`config.mk`:
```
export PLATFORM = sky130hd
export DESIGN_NAME = mc_ctrl_flat
export DESIGN_NICKNAME = d
export VERILOG_FILES = /design/src/rtl/mc_pkg.sv /design/src/rtl/mc_if.sv /design/src/rtl/mc_alu_dec.sv /design/src/rtl/mc_ctrl.sv /design/src/flat_wrapper.sv
export SDC_FILE = /design/constraint.sdc
export NUM_CORES = 1
export LEC_CHECK = 0
export CAP_MARGIN = 20
export CORE_UTILIZATION = 39
export DETAILED_ROUTE_END_ITERATION = 6
export PLACE_DENSITY = 0.8
export SLEW_MARGIN = 25
export SYNTH_ARGS = -nofsm -noshare
export SYNTH_HDL_FRONTEND = slang
export SYNTH_SLANG_ARGS = --single-unit
```
`constraint.sdc`:
```
create_clock -name clk -period 1.9 [get_ports clk]
set_clock_uncertainty 0.2 [all_clocks]
set_input_delay 0.19 -clock clk [delete_from_list [all_inputs] [get_ports clk]]
set_output_delay 0.19 -clock clk [all_outputs]
set_load 0.02 [all_outputs]
```
`src/rtl/mc_pkg.sv`:
```
`default_nettype none
// ============================================================================
// mc_pkg : shared encodings for the multi-cycle control unit      rev 1.0
// ============================================================================
package mc_pkg;

  typedef enum logic [3:0] {
    S_RST    = 4'd0,
    S_IF     = 4'd1,
    S_ID     = 4'd2,
    S_EX_R   = 4'd3,
    S_EX_I   = 4'd4,
    S_EX_MA  = 4'd5,
    S_EX_BR  = 4'd6,
    S_EX_J   = 4'd7,
    S_MEM_RD = 4'd8,
    S_MEM_WR = 4'd9,
    S_WB_R   = 4'd10,
    S_WB_I   = 4'd11,
    S_WB_LD  = 4'd12,
    S_TRAP   = 4'd13
  } state_e;

  localparam logic [5:0] OP_RTYPE = 6'h00;
  localparam logic [5:0] OP_J     = 6'h02;
  localparam logic [5:0] OP_BEQ   = 6'h04;
  localparam logic [5:0] OP_BNE   = 6'h05;
  localparam logic [5:0] OP_ADDI  = 6'h08;
  localparam logic [5:0] OP_ANDI  = 6'h0C;
  localparam logic [5:0] OP_ORI   = 6'h0D;
  localparam logic [5:0] OP_LW    = 6'h23;
  localparam logic [5:0] OP_SW    = 6'h2B;

  localparam logic [5:0] FN_ADD = 6'h20;
  localparam logic [5:0] FN_SUB = 6'h22;
  localparam logic [5:0] FN_AND = 6'h24;
  localparam logic [5:0] FN_OR  = 6'h25;
  localparam logic [5:0] FN_SLT = 6'h2A;

  localparam logic [2:0] ALU_ADD = 3'd0;
  localparam logic [2:0] ALU_SUB = 3'd1;
  localparam logic [2:0] ALU_AND = 3'd2;
  localparam logic [2:0] ALU_OR  = 3'd3;
  localparam logic [2:0] ALU_SLT = 3'd4;

  localparam logic [1:0] PC_ALU    = 2'd0;
  localparam logic [1:0] PC_ALUOUT = 2'd1;
  localparam logic [1:0] PC_JUMP   = 2'd2;

  localparam logic [1:0] BSEL_B      = 2'd0;
  localparam logic [1:0] BSEL_4      = 2'd1;
  localparam logic [1:0] BSEL_IMM    = 2'd2;
  localparam logic [1:0] BSEL_IMM_SH = 2'd3;

endpackage
`default_nettype wire

```
`src/rtl/mc_if.sv`:
```
`default_nettype none
// ============================================================================
// mc_if : control-unit <-> datapath/memory signal bundle           rev 1.0
// ============================================================================
interface mc_if;
  logic [5:0] opcode;
  logic [5:0] funct;
  logic       zero;
  logic       mem_ack;
  logic       mem_req;
  logic       mem_we;
  logic       mem_iord;
  logic       pc_we;
  logic [1:0] pc_src;
  logic       ir_we;
  logic       ab_we;
  logic       aluout_we;
  logic       mdr_we;
  logic       alu_a_sel;
  logic [1:0] alu_b_sel;
  logic [2:0] alu_op;
  logic       rf_we;
  logic       rf_dst_sel;
  logic       rf_wd_sel;
  logic       illegal;
  logic [3:0] state_o;

  modport master (
    input  opcode, funct, zero, mem_ack,
    output mem_req, mem_we, mem_iord, pc_we, pc_src, ir_we, ab_we, aluout_we,
           mdr_we, alu_a_sel, alu_b_sel, alu_op, rf_we, rf_dst_sel, rf_wd_sel,
           illegal, state_o
  );

  modport slave (
    output opcode, funct, zero, mem_ack,
    input  mem_req, mem_we, mem_iord, pc_we, pc_src, ir_we, ab_we, aluout_we,
           mdr_we, alu_a_sel, alu_b_sel, alu_op, rf_we, rf_dst_sel, rf_wd_sel,
           illegal, state_o
  );
endinterface
`default_nettype wire

```
`src/rtl/mc_alu_dec.sv`:
```
`default_nettype none
// ============================================================================
// mc_alu_dec : opcode/funct -> ALU operation and legality decode   rev 1.0
// ============================================================================
module mc_alu_dec
  import mc_pkg::*;
(
  input  logic [5:0] opcode,
  input  logic [5:0] funct,
  output logic [2:0] alu_op,
  output logic       dec_illegal
);

  always_comb begin
    alu_op      = ALU_ADD;
    dec_illegal = 1'b0;
    case (opcode)
      OP_RTYPE: begin
        case (funct)
          FN_ADD:  alu_op = ALU_ADD;
          FN_SUB:  alu_op = ALU_SUB;
          FN_AND:  alu_op = ALU_AND;
          FN_OR:   alu_op = ALU_OR;
          FN_SLT:  alu_op = ALU_SLT;
          default: dec_illegal = 1'b1;
        endcase
      end
      OP_ADDI, OP_LW, OP_SW, OP_J: alu_op = ALU_ADD;
      OP_ANDI:                     alu_op = ALU_AND;
      OP_ORI:                      alu_op = ALU_OR;
      OP_BEQ, OP_BNE:              alu_op = ALU_SUB;
      default:                     dec_illegal = 1'b1;
    endcase
  end

endmodule
`default_nettype wire

```
`src/rtl/mc_ctrl.sv`:
```
`default_nettype none
// ============================================================================
// mc_ctrl : multi-cycle CPU control FSM with memory req/ack handshake rev 1.0
// ============================================================================
module mc_ctrl
  import mc_pkg::*;
(
  input  logic     clk,
  input  logic     rst,
  mc_if.master     bus
);

  state_e     state, state_nxt;
  logic [2:0] dec_op;
  logic       dec_illegal;

  logic       mem_req, mem_we, mem_iord, pc_we, ir_we, ab_we, aluout_we, mdr_we;
  logic       alu_a_sel, rf_we, rf_dst_sel, rf_wd_sel, illegal;
  logic [1:0] pc_src, alu_b_sel;
  logic [2:0] alu_op;

  mc_alu_dec u_dec (
    .opcode      (bus.opcode),
    .funct       (bus.funct),
    .alu_op      (dec_op),
    .dec_illegal (dec_illegal)
  );

  always_ff @(posedge clk) begin
    if (rst) state <= S_RST;
    else     state <= state_nxt;
  end

  always_comb begin
    state_nxt  = state;
    mem_req    = 1'b0;
    mem_we     = 1'b0;
    mem_iord   = 1'b0;
    pc_we      = 1'b0;
    pc_src     = PC_ALU;
    ir_we      = 1'b0;
    ab_we      = 1'b0;
    aluout_we  = 1'b0;
    mdr_we     = 1'b0;
    alu_a_sel  = 1'b0;
    alu_b_sel  = BSEL_B;
    alu_op     = ALU_ADD;
    rf_we      = 1'b0;
    rf_dst_sel = 1'b0;
    rf_wd_sel  = 1'b0;
    illegal    = 1'b0;
    case (state)
      S_RST: state_nxt = S_IF;
      S_IF: begin
        mem_req   = 1'b1;
        alu_b_sel = BSEL_4;
        // PC+4 is only committed together with the fetched word
        if (bus.mem_ack) begin
          ir_we     = 1'b1;
          pc_we     = 1'b1;
          state_nxt = S_ID;
        end
      end
      S_ID: begin
        ab_we     = 1'b1;
        aluout_we = 1'b1;
        alu_b_sel = BSEL_IMM_SH;
        case (bus.opcode)
          OP_RTYPE:                state_nxt = dec_illegal ? S_TRAP : S_EX_R;
          OP_ADDI, OP_ANDI, OP_ORI: state_nxt = S_EX_I;
          OP_LW, OP_SW:            state_nxt = S_EX_MA;
          OP_BEQ, OP_BNE:          state_nxt = S_EX_BR;
          OP_J:                    state_nxt = S_EX_J;
          default:                 state_nxt = S_TRAP;
        endcase
      end
      S_EX_R: begin
        alu_a_sel = 1'b1;
        alu_op    = dec_op;
        aluout_we = 1'b1;
        state_nxt = S_WB_R;
      end
      S_EX_I: begin
        alu_a_sel = 1'b1;
        alu_b_sel = BSEL_IMM;
        alu_op    = dec_op;
        aluout_we = 1'b1;
        state_nxt = S_WB_I;
      end
      S_EX_MA: begin
        alu_a_sel = 1'b1;
        alu_b_sel = BSEL_IMM;
        aluout_we = 1'b1;
        state_nxt = (bus.opcode == OP_LW) ? S_MEM_RD : S_MEM_WR;
      end
      S_MEM_RD: begin
        mem_req  = 1'b1;
        mem_iord = 1'b1;
        if (bus.mem_ack) begin
          mdr_we    = 1'b1;
          state_nxt = S_WB_LD;
        end
      end
      S_MEM_WR: begin
        mem_req  = 1'b1;
        mem_we   = 1'b1;
        mem_iord = 1'b1;
        if (bus.mem_ack) state_nxt = S_IF;
      end
      S_EX_BR: begin
        alu_a_sel = 1'b1;
        alu_op    = ALU_SUB;
        pc_src    = PC_ALUOUT;
        pc_we     = (bus.opcode == OP_BEQ) ? bus.zero : ~bus.zero;
        state_nxt = S_IF;
      end
      S_EX_J: begin
        pc_we     = 1'b1;
        pc_src    = PC_JUMP;
        state_nxt = S_IF;
      end
      S_WB_R: begin
        rf_we      = 1'b1;
        rf_dst_sel = 1'b1;
        state_nxt  = S_IF;
      end
      S_WB_I: begin
        rf_we     = 1'b1;
        state_nxt = S_IF;
      end
      S_WB_LD: begin
        rf_we     = 1'b1;
        rf_wd_sel = 1'b1;
        state_nxt = S_IF;
      end
      S_TRAP:  illegal = 1'b1;
      default: state_nxt = S_RST;
    endcase
  end

  // reset silences every output in the same cycle, even mid memory wait
  assign bus.mem_req    = mem_req    & ~rst;
  assign bus.mem_we     = mem_we     & ~rst;
  assign bus.mem_iord   = mem_iord   & ~rst;
  assign bus.pc_we      = pc_we      & ~rst;
  assign bus.pc_src     = rst ? 2'd0 : pc_src;
  assign bus.ir_we      = ir_we      & ~rst;
  assign bus.ab_we      = ab_we      & ~rst;
  assign bus.aluout_we  = aluout_we  & ~rst;
  assign bus.mdr_we     = mdr_we     & ~rst;
  assign bus.alu_a_sel  = alu_a_sel  & ~rst;
  assign bus.alu_b_sel  = rst ? 2'd0 : alu_b_sel;
  assign bus.alu_op     = rst ? 3'd0 : alu_op;
  assign bus.rf_we      = rf_we      & ~rst;
  assign bus.rf_dst_sel = rf_dst_sel & ~rst;
  assign bus.rf_wd_sel  = rf_wd_sel  & ~rst;
  assign bus.illegal    = illegal    & ~rst;
  assign bus.state_o    = rst ? 4'd0 : state;

endmodule
`default_nettype wire

```
`src/flat_wrapper.sv`:
```
// flat-port wrapper written by rule: the top's interface ports become plain ports
module mc_ctrl_flat import mc_pkg::*;
  (clk, rst, bus_opcode, bus_funct, bus_zero, bus_mem_ack, bus_mem_req, bus_mem_we, bus_mem_iord, bus_pc_we, bus_pc_src, bus_ir_we, bus_ab_we, bus_aluout_we, bus_mdr_we, bus_alu_a_sel, bus_alu_b_sel, bus_alu_op, bus_rf_we, bus_rf_dst_sel, bus_rf_wd_sel, bus_illegal, bus_state_o);
  mc_if bus_i ();
  input  logic clk;
  input  logic rst;
  input wire logic [$bits(bus_i.opcode)-1:0] bus_opcode;
  input wire logic [$bits(bus_i.funct)-1:0] bus_funct;
  input wire logic [$bits(bus_i.zero)-1:0] bus_zero;
  input wire logic [$bits(bus_i.mem_ack)-1:0] bus_mem_ack;
  output wire logic [$bits(bus_i.mem_req)-1:0] bus_mem_req;
  output wire logic [$bits(bus_i.mem_we)-1:0] bus_mem_we;
  output wire logic [$bits(bus_i.mem_iord)-1:0] bus_mem_iord;
  output wire logic [$bits(bus_i.pc_we)-1:0] bus_pc_we;
  output wire logic [$bits(bus_i.pc_src)-1:0] bus_pc_src;
  output wire logic [$bits(bus_i.ir_we)-1:0] bus_ir_we;
  output wire logic [$bits(bus_i.ab_we)-1:0] bus_ab_we;
  output wire logic [$bits(bus_i.aluout_we)-1:0] bus_aluout_we;
  output wire logic [$bits(bus_i.mdr_we)-1:0] bus_mdr_we;
  output wire logic [$bits(bus_i.alu_a_sel)-1:0] bus_alu_a_sel;
  output wire logic [$bits(bus_i.alu_b_sel)-1:0] bus_alu_b_sel;
  output wire logic [$bits(bus_i.alu_op)-1:0] bus_alu_op;
  output wire logic [$bits(bus_i.rf_we)-1:0] bus_rf_we;
  output wire logic [$bits(bus_i.rf_dst_sel)-1:0] bus_rf_dst_sel;
  output wire logic [$bits(bus_i.rf_wd_sel)-1:0] bus_rf_wd_sel;
  output wire logic [$bits(bus_i.illegal)-1:0] bus_illegal;
  output wire logic [$bits(bus_i.state_o)-1:0] bus_state_o;
  assign bus_i.opcode = bus_opcode;
  assign bus_i.funct = bus_funct;
  assign bus_i.zero = bus_zero;
  assign bus_i.mem_ack = bus_mem_ack;
  assign bus_mem_req = bus_i.mem_req;
  assign bus_mem_we = bus_i.mem_we;
  assign bus_mem_iord = bus_i.mem_iord;
  assign bus_pc_we = bus_i.pc_we;
  assign bus_pc_src = bus_i.pc_src;
  assign bus_ir_we = bus_i.ir_we;
  assign bus_ab_we = bus_i.ab_we;
  assign bus_aluout_we = bus_i.aluout_we;
  assign bus_mdr_we = bus_i.mdr_we;
  assign bus_alu_a_sel = bus_i.alu_a_sel;
  assign bus_alu_b_sel = bus_i.alu_b_sel;
  assign bus_alu_op = bus_i.alu_op;
  assign bus_rf_we = bus_i.rf_we;
  assign bus_rf_dst_sel = bus_i.rf_dst_sel;
  assign bus_rf_wd_sel = bus_i.rf_wd_sel;
  assign bus_illegal = bus_i.illegal;
  assign bus_state_o = bus_i.state_o;
  mc_ctrl u_core (.clk(clk), .rst(rst), .bus(bus_i));
endmodule
```
==> results.sh <==
export IMPL_outcome="finished, final reports clean"
export IMPL_rows=15
export IMPL_clk_pin_slew_worst_paths_ns=0.04
export IMPL_initial_utilization_pct=43.16
export IMPL_nets=210
export IMPL_tns_ns=0
export IMPL_ys_flop_type="dfxtp_1"
export IMPL_power_density_nw_per_um2=965.6
export IMPL_ctsHoldBuffers=0
export IMPL_clock_latency_ns=0.25
export IMPL_clock_sinks=4
export IMPL_worst_slew_pin_slew_ns=0.3993
export IMPL_fp_dieH_um=46.42
export IMPL_die_width_um=46.42
export IMPL_p_leak_nw=0.7452
export IMPL_syn_inst=121
export IMPL_grt_pass1_wl_um=4843
export IMPL_gp_congestion=0.9102
export IMPL_largest_reg_flops=4
export IMPL_die_area_um2=2155
export IMPL_final_area_um2=1555
export IMPL_routedWlPerCell_um=16.32
export IMPL_overflow=0
export IMPL_syn2layout_area_growth_pct=102.1
export IMPL_worst_setup_path_type="reg2reg"
export IMPL_drc=0
export IMPL_synth_area_um2=769.5
export IMPL_worst_path_max_fanout=7
export IMPL_async_flop_share_pct=0
export IMPL_required_ns=1.86
export IMPL_diodes=0
export IMPL_yosysWarningCount=0
export IMPL_period_needed_ns=1.871
export IMPL_power_frac_seq_pct=16.0
export IMPL_layout_commonest_cell="buf_4"
export IMPL_regArea_um2=90.09
export IMPL_fin_hold_ws_ns=0.3619
export IMPL_max_freq_ghz=0.5345
export IMPL_pwr_share_clk_pct=7.7
export IMPL_ys_seq_elements=4
export IMPL_dpl_instance_area_um2=1441
export IMPL_detail_route_first_pass_iterations=4
export IMPL_layout_common_cells="43 x buf_4, 12 x buf_2, 9 x nand2_1"
export IMPL_drive_gt1_share_pct=51.56
export IMPL_crit_arrival_ns=1.83
export IMPL_finalSetupViolCount=0
export IMPL_cp_end_kind="register"
export IMPL_top_regs="u_core.state: 4 flops"
export IMPL_vias=1218
export IMPL_cts_tree="yes"
export IMPL_grt_pass1_vias=1106
export IMPL_maxSlewHeadroom_pct=73.18
export IMPL_yosysSeqAreaShare_pct=10.41
export IMPL_clk_path_buf_depth=2
export IMPL_rsz0062_at_grt="yes"
export IMPL_p_sw_share_pct=50.53
export IMPL_io_pins=40
export IMPL_p_sw_uw=758.8
export IMPL_cts_root_buf="clkbuf_4"
export IMPL_maxCapViolCount=0
export IMPL_p_int_uw=743.0
export IMPL_numCtsBuffers=3
export IMPL_synth_distinct_cells=43
export IMPL_io_buffers=39
export IMPL_cts_htree_levels=1
export IMPL_nFillCells=88
export IMPL_ir_worst_vdd_v=0.0006358
export IMPL_wl_um=3541
export IMPL_period_share_pct=98.47
export IMPL_largest_register="u_core.state"
export IMPL_critPathLaunchType="register"
export IMPL_dpl_hpwl_um=2416
export IMPL_multiInputGateArea_um2=784.5
export IMPL_grt_total_usage_pct=31.55
export IMPL_avgViaCountPerCell=5.613
export IMPL_comb_power_share_pct=76.3
export IMPL_syn_nets=137
export IMPL_drtIter0Drc=37
export IMPL_hp_class="in2reg"
export IMPL_post_synth_cell_area_avg_um2=6.359
export IMPL_antenna_found_initial=0
export IMPL_core_area_um2=1783
export IMPL_synth_edf_count=0
export IMPL_drv_slew=0
export IMPL_final_antenna_net_count=0
export IMPL_hold_viol=0
export IMPL_grt_start_max_net_pins=14
## critical path, stage by stage (launching register included)
cell and delay (ns):
dfxtp_4 0.37, buf_4 0.17, nor2_1 0.25, nand2b_4 0.09
buf_4 0.14, or3b_1 0.36, o32ai_2 0.19
## what timing repair did
| item | 4_1_cts | 5_1_grt |
|---|---|---|
| resized for setup | 108 | 45 |
| pin swaps | 5 | 12 |
| endpoints found under the setup margin | 27 | 22 |
| buffers inserted | 0 | 2 |
| endpoints found under the hold margin | 0 | 0 |
| cloned | 0 | 0 |
## final cells by class
| cell class | instances | share of cell area (%) |
|---|---|---|
| Inverter | 6 | 1.448 |
| Tap cell | 25 | 2.011 |
| Clock buffer | 3 | 1.448 |
| Sequential cell | 4 | 5.792 |
| Timing Repair Buffer | 77 | 38.86 |
| Multi-Input combinational cell | 102 | 50.44 |
## path summary, 6_finish.rpt
kind         slack (ns)              end            start  cells past startpoint
min                0.36  u_core.state[1]    bus_opcode[5]                      5
max                0.03  u_core.state[3]  u_core.state[0]                      6
min reg2reg        0.48  u_core.state[1]  u_core.state[3]                      2
max reg2reg        0.03  u_core.state[3]  u_core.state[0]                      6
## Yosys cell counts (all sizes together) (2+ instances only)
cell / n / area, µm²
a21oi: 4 / 20.02
nor2: 10 / 37.54
nand2b: 7 / 43.79
mux2i: 3 / 30.03
inv: 6 / 22.52
nand2: 9 / 33.78
nor3b: 2 / 15.01
nand3b: 2 / 15.01
clkbuf: 2 / 7.510
nand3: 4 / 20.02
nor2b: 7 / 43.79
dfxtp: 4 / 80.08
nor4: 4 / 25.02
o21ai: 7 / 35.03
nor3: 10 / 50.05
and2: 2 / 12.51
or3b: 3 / 26.28
or4: 2 / 15.01
a21boi: 2 / 15.01
or3: 3 / 20.02
buf: 7 / 30.02
o21bai: 3 / 22.52
## logic make-up after synthesis
kind of cell	Yosys count	share of synthesized area, %
flip-flops	4	10.41
AO/OA/AOI/OAI	29	26.51
multiplexers	3	3.903
buffers and inverters	15	7.804
AND/OR/NAND/NOR	68	49.11
XOR/XNOR	2	2.277
## per-stage QoR
stage	std cells	power, mW	worst slack (ns)	utilization [%]
4_1_cts	215	1.359	-0.07809	82.39
3_3_place_gp	212	1.207	-0.5094	80.84
6_report	217	1.502	0.02906	87.23
2_1_floorplan	121	0.7475	-0.02407	-
3_5_place_dp	212	1.243	-0.6026	80.84
5_1_grt	217	1.584	-0.04456	87.23
## routing by layer
metal  share of wire [%]  up-vias  GRT usage [%]  wire [µm]
met1                  40      565          37.47       1424
met2                  53       55          54.72       1891
met5                   0        -              0          0
li1                    -      587              -          -
met3                 4.3       11          2.745        151
met4                 2.1        0          17.06         74
## power by group through the flow
stage / clock, mW / sequential (mW) / combinational, mW
after detailed placement: 0 / 0.209 / 1.03
after global placement: 0 / 0.206 / 1.00
after CTS: 0.117 / 0.226 / 1.02
after global routing: 0.124 / 0.242 / 1.22
after floorplan: 0 / 0.132 / 0.616
final: 0.116 / 0.241 / 1.15
(Power assumes the default switching activity.)
